## src/rtl/seq_shifter_if.sv

```systemverilog
// Request/response bundle for seq_shifter: operand, op and amount in,
// shifted value and error flag out, each side with valid/ready.
interface seq_shifter_if #(
  parameter int WIDTH = 32
) ();
  localparam int AMT_W = $clog2(WIDTH);

  logic             in_valid;
  logic             in_ready;
  logic [WIDTH-1:0] in;
  logic [2:0]       shiftop;
  logic [AMT_W-1:0] shiftamt;
  logic             out_valid;
  logic             out_ready;
  logic [WIDTH-1:0] result;
  logic             err;

  modport master (
    output in_valid, in, shiftop, shiftamt, out_ready,
    input  in_ready, out_valid, result, err
  );

  modport slave (
    input  in_valid, in, shiftop, shiftamt, out_ready,
    output in_ready, out_valid, result, err
  );
endinterface

```

## src/rtl/seq_shifter.sv

```systemverilog
// Multi-cycle shifter/rotator: moves up to STEP bit positions per cycle
// until the requested amount is consumed, then presents the result.
module seq_shifter #(
  parameter int WIDTH = 32,
  parameter int STEP  = 1
) (
  input  logic          clock,
  input  logic          reset,
  seq_shifter_if.slave  bus
);
  localparam int AMT_W = $clog2(WIDTH);

  localparam logic [1:0] S_IDLE  = 2'd0;
  localparam logic [1:0] S_SHIFT = 2'd1;
  localparam logic [1:0] S_DONE  = 2'd2;

  localparam logic [AMT_W-1:0] STEP_A = AMT_W'(STEP);
  localparam logic [AMT_W:0]   WIDTH_A = (AMT_W+1)'(WIDTH);

  localparam logic [2:0] OP_SRL = 3'b000;
  localparam logic [2:0] OP_SRA = 3'b001;
  localparam logic [2:0] OP_SLL = 3'b010;
  localparam logic [2:0] OP_ROR = 3'b011;
  localparam logic [2:0] OP_ROL = 3'b100;

  logic [1:0]       state_q, state_d;
  logic [WIDTH-1:0] work_q, work_d;
  logic [2:0]       op_q, op_d;
  logic [AMT_W-1:0] rem_q, rem_d;
  logic             err_q, err_d;

  logic [WIDTH-1:0] src;
  logic [2:0]       src_op;
  logic [AMT_W-1:0] src_rem;
  logic [AMT_W-1:0] k;
  logic [AMT_W:0]   kc;
  logic [WIDTH-1:0] stepped;
  logic             illegal;

  // One step of the op. In IDLE the step works on the incoming request so
  // the first step lands on the accept edge; after that it works on the
  // working register. This is what makes latency ceil(amt/STEP), min 1.
  // Arithmetic right keeps the original MSB because the sign bit of the
  // working register is never overwritten by an arithmetic step.
  always_comb begin
    src     = work_q;
    src_op  = op_q;
    src_rem = rem_q;
    if (state_q == S_IDLE) begin
      src     = bus.in;
      src_op  = bus.shiftop;
      src_rem = bus.shiftamt;
    end
    k       = (src_rem < STEP_A) ? src_rem : STEP_A;
    kc      = WIDTH_A - {1'b0, k};
    illegal = (src_op > OP_ROL);
    case (src_op)
      OP_SRL:  stepped = src >> k;
      OP_SRA:  stepped = $signed(src) >>> k;
      OP_SLL:  stepped = src << k;
      OP_ROR:  stepped = (src >> k) | (src << kc);
      OP_ROL:  stepped = (src << k) | (src >> kc);
      default: stepped = '0;
    endcase
  end

  // Sequencing: accept in IDLE, step in SHIFT, hold in DONE until taken.
  // rem tracks what is left after the step already applied this edge.
  always_comb begin
    state_d = state_q;
    work_d  = work_q;
    op_d    = op_q;
    rem_d   = rem_q;
    err_d   = err_q;
    case (state_q)
      S_IDLE: begin
        if (bus.in_valid) begin
          op_d  = bus.shiftop;
          err_d = 1'b0;
          if (illegal) begin
            work_d  = '0;
            rem_d   = '0;
            err_d   = 1'b1;
            state_d = S_DONE;
          end else begin
            work_d  = stepped;
            rem_d   = src_rem - k;
            state_d = (src_rem == k) ? S_DONE : S_SHIFT;
          end
        end
      end
      S_SHIFT: begin
        work_d = stepped;
        rem_d  = rem_q - k;
        if (rem_q == k) state_d = S_DONE;
      end
      S_DONE: begin
        if (bus.out_ready) state_d = S_IDLE;
      end
      default: state_d = S_IDLE;
    endcase
  end

  // State registers; reset discards any request in flight.
  always_ff @(posedge clock) begin
    if (reset) begin
      state_q <= S_IDLE;
      work_q  <= '0;
      op_q    <= '0;
      rem_q   <= '0;
      err_q   <= 1'b0;
    end else begin
      state_q <= state_d;
      work_q  <= work_d;
      op_q    <= op_d;
      rem_q   <= rem_d;
      err_q   <= err_d;
    end
  end

  assign bus.in_ready  = (state_q == S_IDLE);
  assign bus.out_valid = (state_q == S_DONE);
  assign bus.result    = work_q;
  assign bus.err       = err_q;
endmodule

```

## src/flat_wrapper.sv

```systemverilog
// flat-port wrapper written by rule: the top's interface ports become plain ports
module seq_shifter_flat 
#(
  parameter int WIDTH = 32,
  parameter int STEP  = 1
)
  (clock, reset, bus_in_valid, bus_in, bus_shiftop, bus_shiftamt, bus_out_ready, bus_in_ready, bus_out_valid, bus_result, bus_err);
  seq_shifter_if #(.WIDTH(WIDTH)) bus_i ();
  input  logic clock;
  input  logic reset;
  input wire logic [$bits(bus_i.in_valid)-1:0] bus_in_valid;
  input wire logic [$bits(bus_i.in)-1:0] bus_in;
  input wire logic [$bits(bus_i.shiftop)-1:0] bus_shiftop;
  input wire logic [$bits(bus_i.shiftamt)-1:0] bus_shiftamt;
  input wire logic [$bits(bus_i.out_ready)-1:0] bus_out_ready;
  output wire logic [$bits(bus_i.in_ready)-1:0] bus_in_ready;
  output wire logic [$bits(bus_i.out_valid)-1:0] bus_out_valid;
  output wire logic [$bits(bus_i.result)-1:0] bus_result;
  output wire logic [$bits(bus_i.err)-1:0] bus_err;
  assign bus_i.in_valid = bus_in_valid;
  assign bus_i.in = bus_in;
  assign bus_i.shiftop = bus_shiftop;
  assign bus_i.shiftamt = bus_shiftamt;
  assign bus_i.out_ready = bus_out_ready;
  assign bus_in_ready = bus_i.in_ready;
  assign bus_out_valid = bus_i.out_valid;
  assign bus_result = bus_i.result;
  assign bus_err = bus_i.err;
  seq_shifter #(.WIDTH(WIDTH), .STEP(STEP)) u_core (.clock(clock), .reset(reset), .bus(bus_i));
endmodule
```

## config.mk

```make
export PLATFORM = sky130hd
export DESIGN_NAME = seq_shifter_flat
export DESIGN_NICKNAME = d
export VERILOG_FILES = /design/src/rtl/seq_shifter_if.sv /design/src/rtl/seq_shifter.sv /design/src/flat_wrapper.sv
export SDC_FILE = /design/constraint.sdc
export NUM_CORES = 1
export LEC_CHECK = 0
export BUFFER_PORTS_ARGS = -buffer_cell sky130_fd_sc_hd__buf_2
export CAP_MARGIN = 20
export CORE_UTILIZATION = 35
export CTS_BUF_LIST = sky130_fd_sc_hd__clkbuf_8
export DETAILED_ROUTE_END_ITERATION = 8
export MAX_ROUTING_LAYER = met4
export SLEW_MARGIN = 20
export SYNTH_ARGS = -nofsm -noshare
export SYNTH_HDL_FRONTEND = slang
export SYNTH_SLANG_ARGS = --single-unit
```

## constraint.sdc

```tcl
create_clock -name clock -period 8.46 [get_ports clock]
set_clock_uncertainty 0.2 [all_clocks]
set_input_delay 0.423 -clock clock [delete_from_list [all_inputs] [get_ports clock]]
set_output_delay 0.423 -clock clock [all_outputs]
set_load 0.005 [all_outputs]
```

==> results of run 1 <==
[final cells by class]
type / instances / share of cell area
Clock buffer: 7 / 0.0188
Clock inverter: 1 / 0.000734
Inverter: 10 / 0.00832
Multi-Input combinational cell: 465 / 0.676
Sequential cell: 43 / 0.168
Tap cell: 172 / 0.0421
Timing Repair Buffer: 84 / 0.0852
[kinds of logic (layout without fill, tap and decap cells)]
family / Yosys count / after routing
fa+ha+maj: 8 / 8
xor+xnor: 7 / 7
other cells: 2 / 5
compound gates: 212 / 212
flops: 43 / 43
simple gates: 162 / 162
mux: 71 / 71
buf+inv: 63 / 102
[tightest hold or removal path: stages]
cell,delay [ns]
sky130_fd_sc_hd__buf_2,0.09
sky130_fd_sc_hd__nand2b_1,0.09
sky130_fd_sc_hd__a211oi_1,0.06
[per-stage QoR]
step	power [mW]	instances	worst slack, ns	util	cell area [sq um]
floorplan	1.47	571	4.90	-	4590
global placement	1.88	774	3.50	0.395	5000
detailed placement	1.89	774	3.32	0.395	5010
CTS	2.05	782	3.33	0.403	5110
global route	2.23	782	2.82	0.403	5110
finish	2.11	782	3.22	0.403	5110
[placed cells by master, fill, tap and decap left out, drive strengths merged, types with 4 or more instances in the layout]
cell	instances
nand3b	4
a222oi	7
mux2i	40
nor3	13
buf	84
dfxtp	43
nand2	52
a32o	4
a221oi	9
or3	4
nand3	8
a22oi	11
a2bb2oi	4
nor2b	6
o221ai	12
clkbuf	7
a32oi	10
nor4	4
o211ai	8
a211oi	12
a21oi	32
mux4	20
o21ai	48
mux2	11
o31ai	5
or2	4
o32ai	6
nand2b	5
xnor2	4
ha	7
o22ai	11
nor2	43
a31oi	10
conb	5
inv	11
[per-layer routing]
| metal | GRT usage | share of wire |
|---|---|---|
| met1 | 0.385 | 0.41 |
| met2 | 0.408 | 0.43 |
| met3 | 0.0659 | 0.13 |
| met4 | 0.103 | 0.032 |
| met5 | - | 0 |
[worst paths after layout]
check / from / end / slack [ns] / cells past startpoint
worst max-delay path: u_core.state_q[1] / u_core.bus.result[1] / 3.22 / 10
worst min-delay path: bus_out_ready / u_core.state_q[1] / 0.19 / 3
worst max register to register: u_core.state_q[1] / u_core.bus.result[1] / 3.22 / 10
worst min register to register: u_core.bus.result[28] / u_core.bus.result[28] / 0.28 / 2
[power by group]
group	internal (mW)	switching [mW]	total (mW)	leakage [nW]
Clock	0.0737	0.0860	0.160	0.0557
Sequential	0.282	0.118	0.399	0.352
Combinational	0.592	0.957	1.55	1.61
Total	0.947	1.16	2.11	2.02
[sequential cells by signal, indices dropped and copies added, names as in the netlist]
name / count
u_core.state_q: 2
u_core.bus.err: 1
u_core.bus.result: 32
u_core.op_q: 3
u_core.rem_q: 5
==> results.txt, run 1 <==
* Total count of hold-check failures in the final report: 0
- Initial antenna violation count: 0
- Dividing the final minimum period by the clock period gives 0.619.
- Area of the multi-input gates: 3460 sq um
- Result of the run: complete, no violations
- Number of flip-flops and latches in the synthesized netlist: 43
- The worst pin sits at a relative slew slack of 0.263.
- In this run, post-CTS repair resized a total of 0 instances.
- For this run, the top clock speed supported by timing is 0.191 GHz.
- Yosys top cell area share: 0.188
- Post-synthesis share of cell area spent on full adders, half adders and majority gates: 0.0235
- For this run, the leading register cell type out of synthesis is sky130_fd_sc_hd__dfxtp_1.
* Synth async-reset ratio: 0
- The die covers 13500 sq um.
* Worst-path fanout max: 62
- The initial utilization of the core area, before any placement, comes to 0.361.
- In this run the vertical extent of the chip is 116 um.
* Buffers added on ports: 78
* Total wire length: 18.4 mm
- Maximum level of the CTS H-tree: 2
- For this run, the register share of the synthesized area comes to 0.188.
* Number of standard-cell rows in the floorplan: 41
- Clock tree root buffer cell: sky130_fd_sc_hd__clkbuf_8
- Critical-path top delay cell: sky130_fd_sc_hd__ha_2
- Area of all sequential standard cells: 861 sq um
- The max-slew violation count came to 0.
- Number of detailed-routing iterations run before antenna repair: 8
* Number of maximum-capacitance violations: 0
- Clock buffer count from CTS: 5
- In this run, synthesis inferred 0 flip-flops with an integrated enable.
- Of the total synthesized cell area, the portion taken by XOR and XNOR cells is 0.0134.
- Layout filler cell count: 1323
* Count of unresolved DRC violations after routing: 0
* Setup TNS: 0 ns
- Core area: 12700 sq um
- Req. time, crit path: 8.49 ns
* Mux contribution to synthesized area: 0.217
- Grouping stages by cell kind, the critical path spends the most delay in simple AND/OR/NAND/NOR gates.
- Worst hold-check slack: 0.187 ns
- Area leader, netlist: sky130_fd_sc_hd__dfxtp_1
- Number of design-rule violations left by the first detailed-router iteration: 689
- Via Count: 5286
- Static Leakage: 2.02 nW
- The worst setup path is captured at a register.
- Global-route usage over all layers: 0.284
- Avg Inst Size Synth: 8.05 sq um
* Total setup violations reported at the end of the flow: 0
- Most frequently used cell type in the post-synthesis netlist: sky130_fd_sc_hd__nand2_1
* Maximum number of pins on one net before global-route repair: 63
- Total setup buffers inserted after CTS: 0
- After detailed routing, the number of vias per cell comes to 6.76.
* Compound-Gate Fraction of Synth Area: 0.323
* Cell chain of the critical path: or2_1, inv_6, mux2i_4, nand2_4, inv_2, ha_2, nand2_1, o2bb2ai_1, o21ai_0, a221oi_1
- Clock latency of the later-clocked register in the worst-skew pair: 0.32 ns
- Max incr delay on CP: 1.05 ns
- Type of the worst min-delay path: in -> reg
- 0 antenna diodes ended up in the layout.
- Global-route wire length before repair: 27.9 mm
- The clock passes through at most 2 buffers.
- Slew at the pin with the worst max-slew slack: 1.11 ns
- DPL Wire Length: 13.1 mm
* Sinks on the clock net: 43
- IR analysis of the VDD net gives a maximum drop of 0.212 mV.
- In this run the power density over the cells is 412 nW/um^2.
- Element type at the critical path start: register
- TritonCTS built the clock tree.
- The critical path in this run is classified as reg -> reg.
* Clock-pin transition on the worst setup and hold timing paths: 0.09 ns
- Dividing the detail-routed wire length by the instance count gives 23.6 um.
* Unrepaired setup endpoints after global routing: false
* Largest family of logic cells by synthesized area: compound AO/OA/AOI/OAI gates
* Total buffers and inverters traversed by the critical path: 2
* Count of distinct cell types in the synthesized netlist: 72
- Data arrival time of the critical path: 5.27 ns
- Boundary pin count: 79
- Count of nets left with antenna violations after detail routing: 0
* Area share of and/or/nand/nor cells after synthesis: 0.171
- Syn Std Cell Area: 4570 sq um
* Most numerous cell types in the synthesized netlist: sky130_fd_sc_hd__nand2_1 (51), sky130_fd_sc_hd__o21ai_0 (48), sky130_fd_sc_hd__dfxtp_1 (43), sky130_fd_sc_hd__nor2_1 (43), sky130_fd_sc_hd__mux2i_1 (39)
- Crit path time final: 5.24 ns
- Measured along the x axis, the die boundary spans 116 um.
* Synthesis-to-layout area growth: 11.7%
- In the final layout, the share of cells above drive strength 1 is 0.226.
- For this run, the number of Yosys warnings is 0.
- The via count of the first global-routing pass was 4682.
* Cts hold-fix bufs: 0
- For this run the aggregate overflow at the end of global routing stands at 0.
- Post-layout net count: 661
- After technology mapping, the gate count stands at 568.
- Top post-synthesis cells by area: sky130_fd_sc_hd__dfxtp_1 (19%), sky130_fd_sc_hd__mux4_2 (9.4%), sky130_fd_sc_hd__mux2i_1 (8.5%)
* Routability cong.: 1.00
Power figures use the tool's default switching activity.
==> run 2, diff against run 1 <==
Settings changed: ABC_AREA set to 1.
Clock period 8.46 ns to 4.9 ns, I/O delays scaled along.
==> run 2 against run 1 <==
Compared with the run above:
- the flow now finishes with violations (design-rule violations)
- register-to-register slack worse by 2.1 ns
- critical path depth is 6 higher
- global-route usage is 3.7 points lower
- hold slack worse by 0.16 ns
- non-clock buffer count stayed put
- worst setup slack worse by 2.1 ns
==> results.txt, run 2 <==
- The number of antenna violations at the first check in global routing was 0 (unchanged).
- Setup repair after global routing left no endpoint under its margin.
- Maximum level of the CTS H-tree: 2 (unchanged)
* Yosys top cell area share: 0.276 (+0.0883)
- Total wire length: 15.0 mm (-19%)
- The count of instances resized after the clock tree is built is 0 (unchanged).
* Maximum number of pins on one net before global-route repair: 43 (-32%)
- The net count of the finished layout is 850 (+29%).
- The run finished, with violations left.
* Buffers added on ports: 78 (unchanged)
- STA classifies the critical path startpoint as a register.
- The adder and majority cell fraction of the synthesized area is 0.0252 (+0.00164).
- Power per unit of standard cell area: 854 nW/um^2 (+110%)
- The placeable core area came to 12000 sq um (-5.6%).
- The number of instances in the synthesized netlist came to 739 (+30%).
- Largest vdd supply drop: 0.326 mV (+54%)
- Gr ovfl total: 0 (unchanged)
* Total buffers and inverters traversed by the critical path: 3 (+1)
- The worst endpoint data arrival time is 3.77 ns (-1.50 ns).
- The post-synthesis async set-or-reset flop share came to 0 (unchanged).
- The number of nets with antenna violations after detailed routing came to 0 (unchanged).
- Number of maximum-capacitance violations: 0 (unchanged)
* Count of distinct cell types in the synthesized netlist: 43 (-40%)
- The deepest clock path buffer count was 2 (unchanged).
* Type of the worst min-delay path: in -> reg
* Upper clock frequency limit: 0.268 GHz (+40%)
- Share of the yosys chip area belonging to registers: 0.201 (+0.0131)
* Number of detailed-routing iterations run before antenna repair: 8 (unchanged)
* Area leader, netlist: sky130_fd_sc_hd__nand2_1
- Total count of hold-check failures in the final report: 0 (unchanged)
* CTS tree: yes
- The compound-gate portion of the synthesized area is 0.166 (-0.158).
- Syn Std Cell Area: 4280 sq um (-6.5%)
- The max-slew violation count came to 0 (unchanged).
- Avg Inst Size Synth: 5.79 sq um (-28%)
- The number of flip-flops in the largest register was 32 (unchanged).
* Sinks on the clock net: 43 (unchanged)
- Die width: 113 um (-3.2%)
- Initial core utilization: 0.358 (-0.00348)
- The overall global routing resource usage came to 0.247 (-0.0370).
- In the layout the commonest cells are sky130_fd_sc_hd__nand2_1 (315), sky130_fd_sc_hd__buf_2 (78), sky130_fd_sc_hd__nand3_1 (66), sky130_fd_sc_hd__a21oi_1 (54), sky130_fd_sc_hd__inv_1 (51).
- The flop and latch count out of synthesis was 43 (unchanged).
- Cell chain of the critical path: inv_2, nand2_4, o21ai_1, nand2_4, inv_4, ha_1, buf_4, nor2_1, nand3_1, nand3_1, nand2_1, nand2_1, nand2_1, nand2_1, nand2_1, a21oi_1
- Antenna diode count: 0 (unchanged)
- Synthesis-to-layout area growth: 12.0%
- For this design, the slowest cell found on the critical path is sky130_fd_sc_hd__nor2_1.
* Violations in the final reports: design-rule violations
- Yosys instantiated no cell more often than sky130_fd_sc_hd__nand2_1.
- The post-CTS setup buffer count was 0 (unchanged).
- Mux contribution to synthesized area: 0.0679 (-0.149)
- Among cell families on the critical path, the largest total delay comes from simple AND/OR/NAND/NOR gates.
* Leading cell type in the layout, fill and taps excluded: sky130_fd_sc_hd__nand2_1
- Most used cell, CP: sky130_fd_sc_hd__nand2_1
- Count of unresolved DRC violations after routing: 1 (+1)
- Cts hold-fix bufs: 0 (unchanged)
* Number of flops mapped to enable cells by yosys: 0 (unchanged)
- Req. time, crit path: 4.94 ns (-3.55 ns)
- The CTS buffer count is 5 (unchanged).
- Boundary pin count: 79 (unchanged)
- The total negative slack was 0 ns (unchanged).
- Prevailing post-synth register cell: sky130_fd_sc_hd__dfxtp_1
- The row count is 40 (-2.4%).
- Top post-synthesis cells by area: sky130_fd_sc_hd__nand2_1 (28%), sky130_fd_sc_hd__dfxtp_1 (20%), sky130_fd_sc_hd__nand3_1 (7.7%)
- Overall power consumption: 4.09 mW (+94%)
* Global-route wire length before repair: 24.1 mm (-14%)
- The via density per instance is 5.31 (-21%).
- The half-perimeter wire length of the detailed placement result was 11.2 mm (-14%).
* Type of element capturing the critical path: register
* Clock latency of the later-clocked register in the worst-skew pair: 0.32 ns (about the same)
- The xor and xnor fraction of the mapped netlist area came to 0.00614 (-0.00726).
- Die height: 113 um (-3.2%)
* Clock tree root buffer cell: sky130_fd_sc_hd__clkbuf_8
- Crit path time final: 3.73 ns (-1.51 ns)
* Area share of and/or/nand/nor cells after synthesis: 0.429 (+0.258)
- Static Leakage: 2.50 nW (+24%)
* Vias in the first global route: 4555 (-2.7%)
- The number of vias in the routed layout is 5019 (-5.1%).
- Largest family of logic cells by synthesized area: simple AND/OR/NAND/NOR gates
* Layout cell share with drive strength beyond 1: 0.154 (-0.0721)
* Remaining max-slew budget at the tightest pin: 0.302 (+0.0393)
* Max incr delay on CP: 0.81 ns (-0.24 ns)
- Worst Path Class, Setup: reg -> reg
* Share of the cycle needed by the critical path after routing: 0.762 (+0.143)
- Slew at the pin with the worst max-slew slack: 1.04 ns (-0.0628 ns)
- Clock-pin transition on the worst setup and hold timing paths: 0.09 ns (about the same)
- The final number of setup-violating endpoints came to 0 (unchanged).
- Yosys warning total: 0 (unchanged)
- The violation count after the first detailed-route iteration was 544 (-21%).
- Die Outline Area: 12700 sq um (-6.4%)
- Most numerous cell types in the synthesized netlist: sky130_fd_sc_hd__nand2_1 (315), sky130_fd_sc_hd__nand3_1 (66), sky130_fd_sc_hd__a21oi_1 (54)
- The average wire per cell in the routed design came to 15.8 um (-33%).
- The top fanout value on the critical path was 18 (-71%).
* Routability cong.: 0.986 (-1.5%)
-- run 2: logic make-up after synthesis --
family / count (synthesis)
AO/OA/AOI/OAI: 125
XOR/XNOR: 3
adder cells (fa/ha/maj): 8
buffers and inverters: 96
flip-flops: 43
multiplexers: 29
other: 2
AND/OR/NAND/NOR: 433
-- run 2: layout make-up --
type	count	area (sq um)
Timing Repair Buffer	84	435
Clock inverter	1	5.00
Clock buffer	6	82.6
Sequential cell	43	861
Tap cell	147	184
Fill cell	1366	7170
Multi-Input combinational cell	603	2990
Inverter	61	231
-- run 2: worst min-delay path, delay by kind of cell --
| kind | cells | cell delay (ns) |
|---|---|---|
| buffers and inverters | 1 | 0.08 |
| AO/OA/AOI/OAI | 2 | 0.17 |
-- run 2: power breakdown --
| group | switching (mW) | internal, mW |
|---|---|---|
| logic | 2.20 | 1.04 |
| clock network | 0.134 | 0.111 |
| registers | 0.105 | 0.500 |
-- run 2: through the flow --
stage	std cells	instance area [sq um]	utilization	setup WS [ns]	hold WS, ns
after detailed placement	938	4700	0.393	1.23	0.247
after global placement	938	4700	0.393	1.34	0.246
after CTS	945	4790	0.400	1.18	0.0190
after floorplan	742	4290	-	1.99	0.224
final	945	4790	0.400	1.17	0.0288
after global routing	945	4790	0.400	0.790	0.0802
-- run 2: final timing paths --
kind	startpoint	to	slack (ns)	depth (start not counted)
setup / recovery	u_core.state_q[1]	u_core.bus.result[29]	1.17	16
hold / removal	bus_shiftop[0]	u_core.op_q[0]	0.03	3
setup reg to reg	u_core.state_q[1]	u_core.bus.result[29]	1.17	16
hold reg to reg	u_core.op_q[1]	u_core.op_q[1]	0.26	2
-- run 2: metal layers --
| layer | routed length (um) | part of all wire | up-vias | global-route usage |
|---|---|---|---|---|
| li1 | - | - | 2528 | - |
| met1 | 7230 | 0.48 | 2203 | 0.345 |
| met2 | 6170 | 0.41 | 257 | 0.359 |
| met3 | 1260 | 0.084 | 31 | 0.0389 |
| met4 | 316 | 0.021 | 0 | 0.0809 |
| met5 | 0 | 0 | - | - |
